**src/rtl/barrel_scheduler_if.sv**
```systemverilog
// ---------------------------------------------------------------------------
// barrel_scheduler_if
//   Groups the handshake between the game side (ape controller and the
//   per-barrel motion blocks) and barrel_scheduler.
//
//   Signals (direction as seen by the scheduler):
//     start      in   game start request
//     over       in   game over
//     tick       in   frame/animation tick, one-cycle pulse
//     is_drop    in   ape drop level, held high for many cycles per throw
//     slot_done  in   per-slot "barrel finished" pulse
//     spawn      out  one-hot, one-cycle spawn pulse to a slot
//     active     out  slot currently owns a live barrel
//     flush      out  one-cycle pulse: all motion blocks despawn
//     busy       out  scheduler is not idle
//     miss_count out  saturating count of drop events not served
//
//   master : the game side that drives the requests
//   slave  : the scheduler itself
// ---------------------------------------------------------------------------
interface barrel_scheduler_if #(
   parameter int NUM_SLOTS = 4
);
   logic                 start;
   logic                 over;
   logic                 tick;
   logic                 is_drop;
   logic [NUM_SLOTS-1:0] slot_done;
   logic [NUM_SLOTS-1:0] spawn;
   logic [NUM_SLOTS-1:0] active;
   logic                 flush;
   logic                 busy;
   logic [7:0]           miss_count;

   modport master (
      output start, over, tick, is_drop, slot_done,
      input  spawn, active, flush, busy, miss_count
   );

   modport slave (
      input  start, over, tick, is_drop, slot_done,
      output spawn, active, flush, busy, miss_count
   );
endinterface

```
**src/rtl/barrel_scheduler.sv**
```systemverilog
// ---------------------------------------------------------------------------
// barrel_scheduler
//   Allocates barrel slots on the ape's drop events, tracks which slots hold
//   a live barrel, enforces a minimum spawn spacing counted in ticks, and
//   flushes every barrel when the game ends.
//
//   Ports:
//     clk   in   system clock
//     rst   in   synchronous, active-high reset
//     bus   barrel_scheduler_if.slave (start/over/tick/is_drop/slot_done in,
//           spawn/active/flush/busy/miss_count out); all outputs registered
//
//   Parameters:
//     NUM_SLOTS       1..8  number of barrel slots
//     COOLDOWN_TICKS  0..255 ticks required between two spawns (0 = none)
//
//   Build option:
//     BARREL_SCHED_PENDING_EN  when defined, an event that cannot be served
//     is parked in a one-deep pending register and spawned as soon as a slot
//     is free and the cooldown has expired; only an event arriving while one
//     is already parked counts as a miss.
// ---------------------------------------------------------------------------
module barrel_scheduler #(
   parameter int NUM_SLOTS      = 4,
   parameter int COOLDOWN_TICKS = 8
) (
   input  logic              clk,
   input  logic              rst,
   barrel_scheduler_if.slave bus
);
   localparam logic [1:0] ST_IDLE  = 2'd0;
   localparam logic [1:0] ST_RUN   = 2'd1;
   localparam logic [1:0] ST_FLUSH = 2'd2;

   logic [1:0]           r_state;
   logic [NUM_SLOTS-1:0] r_spawn;
   logic [NUM_SLOTS-1:0] r_active;
   logic                 r_flush;
   logic                 r_busy;
   logic [7:0]           r_miss_count;
   logic [7:0]           r_cooldown;
   logic                 r_drop_q;

   logic                 w_event;
   logic                 w_run_ok;
   logic                 w_has_free;
   logic                 w_can_spawn;
   logic [NUM_SLOTS-1:0] w_pick;
   logic                 w_serve;
   logic                 w_miss;

   // Rising edge of the drop level; the edge register tracks in every state.
   assign w_event  = bus.is_drop & ~r_drop_q;
   // Events are only acted on in RUN, and a simultaneous 'over' wins.
   assign w_run_ok = (r_state == ST_RUN) & ~bus.over;

   // Lowest-index free slot, judged on 'active' before the edge, so a slot
   // whose done pulse arrives this cycle is still considered busy.
   always_comb begin
      // NOTE: every always_comb output gets a default first so no path
      // leaves it unassigned, which would infer a latch.
      w_pick     = '0;
      w_has_free = 1'b0;
      for (int i = NUM_SLOTS - 1; i >= 0; i--) begin
         if (!r_active[i]) begin
            w_pick     = '0;
            w_pick[i]  = 1'b1;
            w_has_free = 1'b1;
         end
      end
   end

   assign w_can_spawn = w_has_free & (r_cooldown == 8'd0);

`ifdef BARREL_SCHED_PENDING_EN
   logic r_pending;
   logic w_pend_set;

   // A parked request has priority; a new event on top of it is a miss.
   assign w_serve    = w_run_ok & (w_event | r_pending) & w_can_spawn;
   assign w_miss     = w_run_ok & w_event & r_pending;
   assign w_pend_set = w_run_ok & w_event & ~r_pending & ~w_can_spawn;

   always_ff @(posedge clk) begin
      if (rst || r_state != ST_RUN) begin
         r_pending <= 1'b0;
      end else if (!bus.over) begin
         r_pending <= (r_pending & ~w_can_spawn) | w_pend_set;
      end
   end
`else
   assign w_serve = w_run_ok & w_event & w_can_spawn;
   assign w_miss  = w_run_ok & w_event & ~w_can_spawn;
`endif

   // NOTE: sequential state uses non-blocking assignments so every register
   // samples the pre-edge values, independent of statement order.
   always_ff @(posedge clk) begin
      r_drop_q <= bus.is_drop;
      r_spawn  <= '0;
      r_flush  <= 1'b0;
      if (rst) begin
         r_state      <= ST_IDLE;
         r_spawn      <= '0;
         r_active     <= '0;
         r_busy       <= 1'b0;
         r_miss_count <= 8'd0;
         r_cooldown   <= 8'd0;
         r_drop_q     <= 1'b0;
      end else begin
         case (r_state)
            ST_IDLE: begin
               r_cooldown <= 8'd0;
               // busy drops here, one cycle after FLUSH, so it covers the
               // flush pulse as well.
               r_busy     <= bus.start;
               if (bus.start) begin
                  r_state      <= ST_RUN;
                  r_miss_count <= 8'd0;
               end
            end
            ST_RUN: begin
               if (bus.over) begin
                  r_state <= ST_FLUSH;
               end
               // Done on an inactive slot is a no-op; a spawned slot was free.
               r_active <= (r_active & ~bus.slot_done) | (w_serve ? w_pick : '0);
               r_spawn  <= w_serve ? w_pick : '0;
               if (w_serve) begin
                  r_cooldown <= 8'(COOLDOWN_TICKS);
               end else if (bus.tick && r_cooldown != 8'd0) begin
                  r_cooldown <= r_cooldown - 8'd1;
               end
               if (w_miss && r_miss_count != 8'hFF) begin
                  r_miss_count <= r_miss_count + 8'd1;
               end
            end
            ST_FLUSH: begin
               r_state    <= ST_IDLE;
               r_active   <= '0;
               r_flush    <= 1'b1;
               r_cooldown <= 8'd0;
            end
            default: begin
               r_state <= ST_IDLE;
               r_busy  <= 1'b0;
            end
         endcase
      end
   end

   assign bus.spawn      = r_spawn;
   assign bus.active     = r_active;
   assign bus.flush      = r_flush;
   assign bus.busy       = r_busy;
   assign bus.miss_count = r_miss_count;
endmodule

```
**src/flat_wrapper.sv**
```systemverilog
// flat-port wrapper written by rule: the top's interface ports become plain ports
module barrel_scheduler_flat 
#(
   parameter int NUM_SLOTS      = 4,
   parameter int COOLDOWN_TICKS = 8
)
  (clk, rst, bus_start, bus_over, bus_tick, bus_is_drop, bus_slot_done, bus_spawn, bus_active, bus_flush, bus_busy, bus_miss_count);
  barrel_scheduler_if #(.NUM_SLOTS(NUM_SLOTS)) bus_i ();
  input  logic clk;
  input  logic rst;
  input wire logic [$bits(bus_i.start)-1:0] bus_start;
  input wire logic [$bits(bus_i.over)-1:0] bus_over;
  input wire logic [$bits(bus_i.tick)-1:0] bus_tick;
  input wire logic [$bits(bus_i.is_drop)-1:0] bus_is_drop;
  input wire logic [$bits(bus_i.slot_done)-1:0] bus_slot_done;
  output wire logic [$bits(bus_i.spawn)-1:0] bus_spawn;
  output wire logic [$bits(bus_i.active)-1:0] bus_active;
  output wire logic [$bits(bus_i.flush)-1:0] bus_flush;
  output wire logic [$bits(bus_i.busy)-1:0] bus_busy;
  output wire logic [$bits(bus_i.miss_count)-1:0] bus_miss_count;
  assign bus_i.start = bus_start;
  assign bus_i.over = bus_over;
  assign bus_i.tick = bus_tick;
  assign bus_i.is_drop = bus_is_drop;
  assign bus_i.slot_done = bus_slot_done;
  assign bus_spawn = bus_i.spawn;
  assign bus_active = bus_i.active;
  assign bus_flush = bus_i.flush;
  assign bus_busy = bus_i.busy;
  assign bus_miss_count = bus_i.miss_count;
  barrel_scheduler #(.NUM_SLOTS(NUM_SLOTS), .COOLDOWN_TICKS(COOLDOWN_TICKS)) u_core (.clk(clk), .rst(rst), .bus(bus_i));
endmodule
```
**config.mk**
```make
export PLATFORM = sky130hd
export DESIGN_NAME = barrel_scheduler_flat
export DESIGN_NICKNAME = d
export VERILOG_FILES = /design/src/rtl/barrel_scheduler_if.sv /design/src/rtl/barrel_scheduler.sv /design/src/flat_wrapper.sv
export SDC_FILE = /design/constraint.sdc
export NUM_CORES = 1
export LEC_CHECK = 0
export ABC_CLOCK_PERIOD_IN_PS = 2300
export CAP_MARGIN = 20
export CORE_UTILIZATION = 51
export CTS_CLUSTER_DIAMETER = 150
export DETAILED_ROUTE_END_ITERATION = 10
export PLACE_DENSITY = 0.83
export SETUP_SLACK_MARGIN = 0.15
export SYNTH_ARGS = -nofsm -noshare
export SYNTH_HDL_FRONTEND = slang
export SYNTH_SLANG_ARGS = --single-unit
```
**constraint.sdc**
```tcl
create_clock -name clk -period 2.3 [get_ports clk]
set_input_delay 0.23 -clock clk [delete_from_list [all_inputs] [get_ports clk]]
set_output_delay 0.23 -clock clk [all_outputs]
set_load 0.01 [all_outputs]
```
* Yosys cells after proc, flatten, opt, wreduce, memory -nomap -nowiden *
Cells that the tools add are included.

word-level totals
  input bits = 10
  logic and storage cells = 65
  output and inout bits = 18
  flip-flop bits (word level) = 29

cells by class
  multiplexer cells = 21
  reduce and logical (&&, ||, !) cells = 14
  add/sub/neg operators = 2
  equal/unequal tests = 7
  bitwise operators = 13

operators by type and width
  kind                                                                      count
  8-bit 2-to-1 mux                                                          4
  8-bit case mux with 2 select lines                                        2
  4-bit 2-to-1 mux                                                          5
  8-bit by 1-bit adder with 8-bit output (second input constant)            1
  8-bit zero test                                                           1
  8-bit inequality test (second input constant)                             1
  4-bit case mux with 2 select lines                                        1
  8-bit nonzero test                                                        1
  8-bit by 1-bit subtractor with 8-bit output (second input constant)       1
  1-bit AND                                                                 6
  2-bit inequality test (second input constant)                             3
  2-bit nonzero test                                                        3
  2-bit OR reduction                                                        3
  1-bit 2-to-1 mux                                                          5
  4-bit AND                                                                 1
  2-bit 2-to-1 mux                                                          2
  1-bit NOT                                                                 4
  4-bit NOT                                                                 1
  4-bit OR                                                                  1
  2-bit case mux with 2 select lines                                        1
  2-bit AND reduction                                                       2
  3-bit by 2-bit inequality test with 1-bit output (second input constant)  1
  3-bit AND reduction                                                       1
  2-bit by 1-bit == test with 1-bit output (second input constant)          1
  other kinds (4)                                                           5

* Longest topological paths before layout *
  depth in word-level cells = 10
  gate-level depth with buffers = 8
  gate-level depth less buffers = 7

* Worst setup path after synthesis *
Ideal clock, no wire load.

  kind = register -> register
  start point = register u_core.r_state[0]
  end point = register u_core.r_miss_count[5], in the netlist u_core.bus.miss_count[5]
  data required time = 2212 ps
  path buffers = 0
  data arrival time = 1880 ps
  slack = 332 ps
  setup time = 88 ps
  cell stages (with the launch flop) = 8
  clock period less this slack = 1968 ps
  cells stage by stage = dfxtp_1 inv_1 ha_1 nor2b_1 a311oi_4 and2_4 a41oi_2 a311oi_2

on the way
  word-level cells in the longest chain between the ends = 7
  elaborated cells between the ends (all ways) = 11
  those cells by class = eq/ne: 3; mux: 1; bitwise: 3; reduce/logical: 4

RTL lines
  item                                      line                                             RTL
  start: declaration                        barrel_scheduler.sv:35                           logic [1:0] r_state;
  start signal: assignment                  barrel_scheduler.sv:103                          r_state <= ST_IDLE;
  start signal: assignment                  barrel_scheduler.sv:118                          r_state <= ST_RUN;
  start signal: assignment                  barrel_scheduler.sv:124                          r_state <= ST_FLUSH;
  2-bit by 1-bit == test with 1-bit output  barrel_scheduler.sv:55, barrel_scheduler.sv:111
  1-bit AND                                 barrel_scheduler.sv:55                           assign w_run_ok = (r_state == ST_RUN) & ~bus.over;
  1-bit AND (2 in series)                   barrel_scheduler.sv:93                           assign w_miss = w_run_ok & w_event & ~w_can_spawn;
  1-bit logical AND                         barrel_scheduler.sv:134                          if (w_miss && r_miss_count != 8'hFF) begin
  2-bit inequality test (no source line)    n/a
  3-bit AND reduction (no source line)      n/a
  end signal: assignment                    barrel_scheduler.sv:135                          r_miss_count <= r_miss_count + 8'd1;
  end: declaration                          barrel_scheduler.sv:40                           logic [7:0] r_miss_count;

Several ways; a longest one is shown, not always the timed one.
A chain may end at the register's enable or synchronous reset.

* Final worst setup path *
  start point = register u_core.r_cooldown[0]
  end point = register u_core.r_cooldown[5]

on the way
  word-level cells in the longest chain between the ends = 5
  elaborated cells between the ends (all ways) = 11
  those cells by class = add/sub: 1; eq/ne: 1; mux: 3; bitwise: 2; reduce/logical: 4

RTL lines
  item                                                                                 line                     RTL
  start: declaration                                                                   barrel_scheduler.sv:41   logic [7:0] r_cooldown;
  start signal: assignment                                                             barrel_scheduler.sv:130  r_cooldown <= 8'(COOLDOWN_TICKS);
  start signal: assignment                                                             barrel_scheduler.sv:132  r_cooldown <= r_cooldown - 8'd1;
  branches (longest 5 deep; another with 8-bit by 1-bit subtractor with 8-bit output)  n/a

Several ways; the timed one is not identified. The select of a mux whose other input is x is not followed.

==> metrics.md <==
| Metric | Value |
|---|---|
| CP cell instances | inv_1 -> ha_1 -> or4b_4 -> o21ai_4 -> a21oi_4 -> or2_4 -> a31oi_1 |
| Area of the multi-input gates | 965 um^2 |
| Cell variety after synth | 51 |
| Worst-margin pin slew | 0.401 ns |
| Clock slew at reported path FFs | 0.09 ns |
| Final period utilization | 0.873 |
| Worst path bufs/invs | 1 |
| Hold/Removal Path Class | register to register |
| Seq/Total Area, Yosys | 0.374 |
| Clk_skew | 0.0107 ns |
| Core area | 0.00283 mm^2 |
| Most frequent cells in the layout | dfxtp_1, clkdlybuf4s50_1, nor2_1, nand2_1, a21oi_1 |
| Post-DR vias/cell | 6.26 |
| CTS tree | yes |
| Pwr Total | 1.32 mW |
| Sink Count | 29 |
| Total gr overflow | 0 |
| # H-tree levels | 2 |
| Fraction of registers with async set/reset | 0 |
| Placed Cells | 228 |
| Commonest non-fill, non-tap cell in the layout | dfxtp_1 |
| Die W | 57.2 um |
| Via Count | 1484 |
| Total length of routed wires | 3640 um |
| Ant. Diodes | 0 |
| Port buffer count | 27 |
| Startpoint Class | register |
| Final setup TNS | 0 ns |
| Sequential cell area | 581 um^2 |
| Number of synthesized flops with an enable pin | 0 |
| Root buffer cell | clkbuf_4 |
| Hpwl dp | 2680 um |
| Area Overhead vs Synth | 27.2% |
| Syn Nets | 188 |
| Worst-skew pair later-pin latency | 0.33 ns |
| Status | finished, violations left |
| Mapped Avg Cell Area | 9.07 um^2 |
| Max Clk Rate | 498 MHz |
| Crit path kind | register to register |
| DRC violations left | 1 |
| Initial Util | 0.548 |
| Worst Slack Setup Final | 0.293 ns |
| Slew Limit Fails | 0 |
| Power Density | 670 mW/mm^2 |
| YS warnings | 0 |
| Final setup fails | 0 |
| WP data required | 2.56 ns |
| Synth Register Bits | 29 |
| RSZ-0062 raised after global routing | yes |
| Slew HR | 0.731 |
| Critical path's slowest cell | or4b_4 |
| GP Congestion | 0.840 |
| DR iter-0 viols | 68 |
| Post-layout nets | 223 |
| Global-route wire length before repair | 5730 um |
| Max Cap Viol | 0 |
| CP peak stage delay | 0.55 ns |
| Cell family with most CP delay | simple AND/OR/NAND/NOR gates |
| IO Count | 28 |
| Cells on worst reg2reg path | 7 |
| Initial antenna violation count | 0 |
| Row cnt | 19 |
| Leak | 0.703 nW |
| Hold Vio Cnt, Final | 0 |
| Critical Path AT | 2.27 ns |
| Setup WS pre-CTS | 0.164 ns |
| Avg WL per Cell | 15.4 um |
| All-Layer GR Usage | 0.230 |
| Num CTS Buffers | 5 |
| Post-Syn Area | 0.00155 mm^2 |
| Die height | 57.2 um |
| Post-route antenna net violation count | 0 |
| 1st-pass router iterations | 7 |
| Crit path depth | 7 |
| Share of cells above drive strength 1 | 0.155 |
| Core Util, Final | 0.697 |
| Worst Hold Path Cells | 2 |
| Failing checks | DRC |
| Min Tclk post-route | 2.01 ns |
| Largest net degree at the start of global routing | 23 |
| Max IR drop VDD | 0.488 mV |
| Setup crit end kind | register |
| Longest Clk Path Bufs | 2 |
| Die ar. | 0.00327 mm^2 |
| Vias in the first global route | 1313 |
| Crit path max fanout | 5 |
| Cells after synthesis | 171 |
| Layout fillers | 220 |
| Synth Flop Type | dfxtp_1 |
| Reg2reg setup slack | 0.29 ns |
| Finished Layout Cells | 237 |
-- report_power, final --
group	internal, mW	total, mW	switching [mW]
Sequential	0.543	0.598	0.0558
Clock	0.144	0.313	0.169
Combinational	0.181	0.412	0.231
-- synth_stat cells, drive strengths merged (2+ instances only) --
master,number,area share
nand4,3,0.022
a311oi,6,0.049
o21ai,10,0.040
mux2i,2,0.013
a41oi,2,0.016
a31oi,2,0.0081
nor3b,3,0.015
nor3,7,0.026
or4b,2,0.015
inv,7,0.017
nor4,3,0.012
nor2,15,0.036
a31o,2,0.011
or3,2,0.0081
buf,2,0.0056
dfxtp,29,0.37
a21oi,13,0.049
ha,7,0.056
nor2b,7,0.028
nand3,9,0.029
nand2,17,0.044
clkbuf,2,0.0048
-- timing repair --
| action | in CTS | in global routing |
|---|---|---|
| resized for setup | 1 | 4 |
| endpoints found under the setup margin | 1 | 5 |
| hold buffers | 0 | 0 |
| buffers inserted | 0 | 2 |
| pin swaps | 0 | 1 |
-- state kept, by name, indices dropped and copies added, names as in the netlist --
register and cells:
u_core.bus.active 4, u_core.bus.busy 1, u_core.bus.flush 1, u_core.bus.miss_count 8
u_core.bus.spawn 4, u_core.r_cooldown 8, u_core.r_drop_q 1, u_core.r_state 2
-- metal layers --
metal | wire (um) | global-route usage
met5 | 0 | 0
met4 | 76 | 0.101
met3 | 162 | 0.0794
met2 | 1840 | 0.400
met1 | 1570 | 0.254
-- worst min-delay path: stages, from the launching register on --
cell and delay [ns]:
dfxtp_1 0.33, a21oi_1 0.06, nor2_1 0.07
-- per-stage QoR --
| stage | area, um^2 | hold WS, ns |
|---|---|---|
| finish | 1970 | 0.496 |
| global route | 1970 | 0.505 |
| CTS | 1930 | 0.494 |
| detailed placement | 1870 | 0.486 |
| global placement | 1870 | 0.474 |
| floorplan | 1550 | 0.358 |
-- final cells by class --
type	instances	share of cell area
Multi-Input combinational cell	131	0.489
Sequential cell	29	0.294
Timing Repair Buffer	32	0.156
Clock buffer	7	0.0279
Tap cell	31	0.0197
Inverter	7	0.0133
-- cell families (layout without fill, tap and decap cells) --
kind of cell,Yosys count,in the layout,share of synthesized area
and+or+nand+nor,75,75,0.287
AOI/OAI and AO/OA,47,47,0.242
DFF,29,29,0.374
buffers and inverters,11,46,0.0274
adders and majority gates,7,7,0.0564
muxes,2,2,0.0129
-- final timing paths --
| kind | from | to |
|---|---|---|
| max reg2reg | u_core.r_cooldown[0] | u_core.r_cooldown[5] |
| max | u_core.r_cooldown[0] | u_core.r_cooldown[5] |
| min reg2reg | u_core.bus.busy | u_core.bus.busy |
| min | u_core.bus.busy | u_core.bus.busy |
Note: power is estimated with default switching activity, not from simulation.
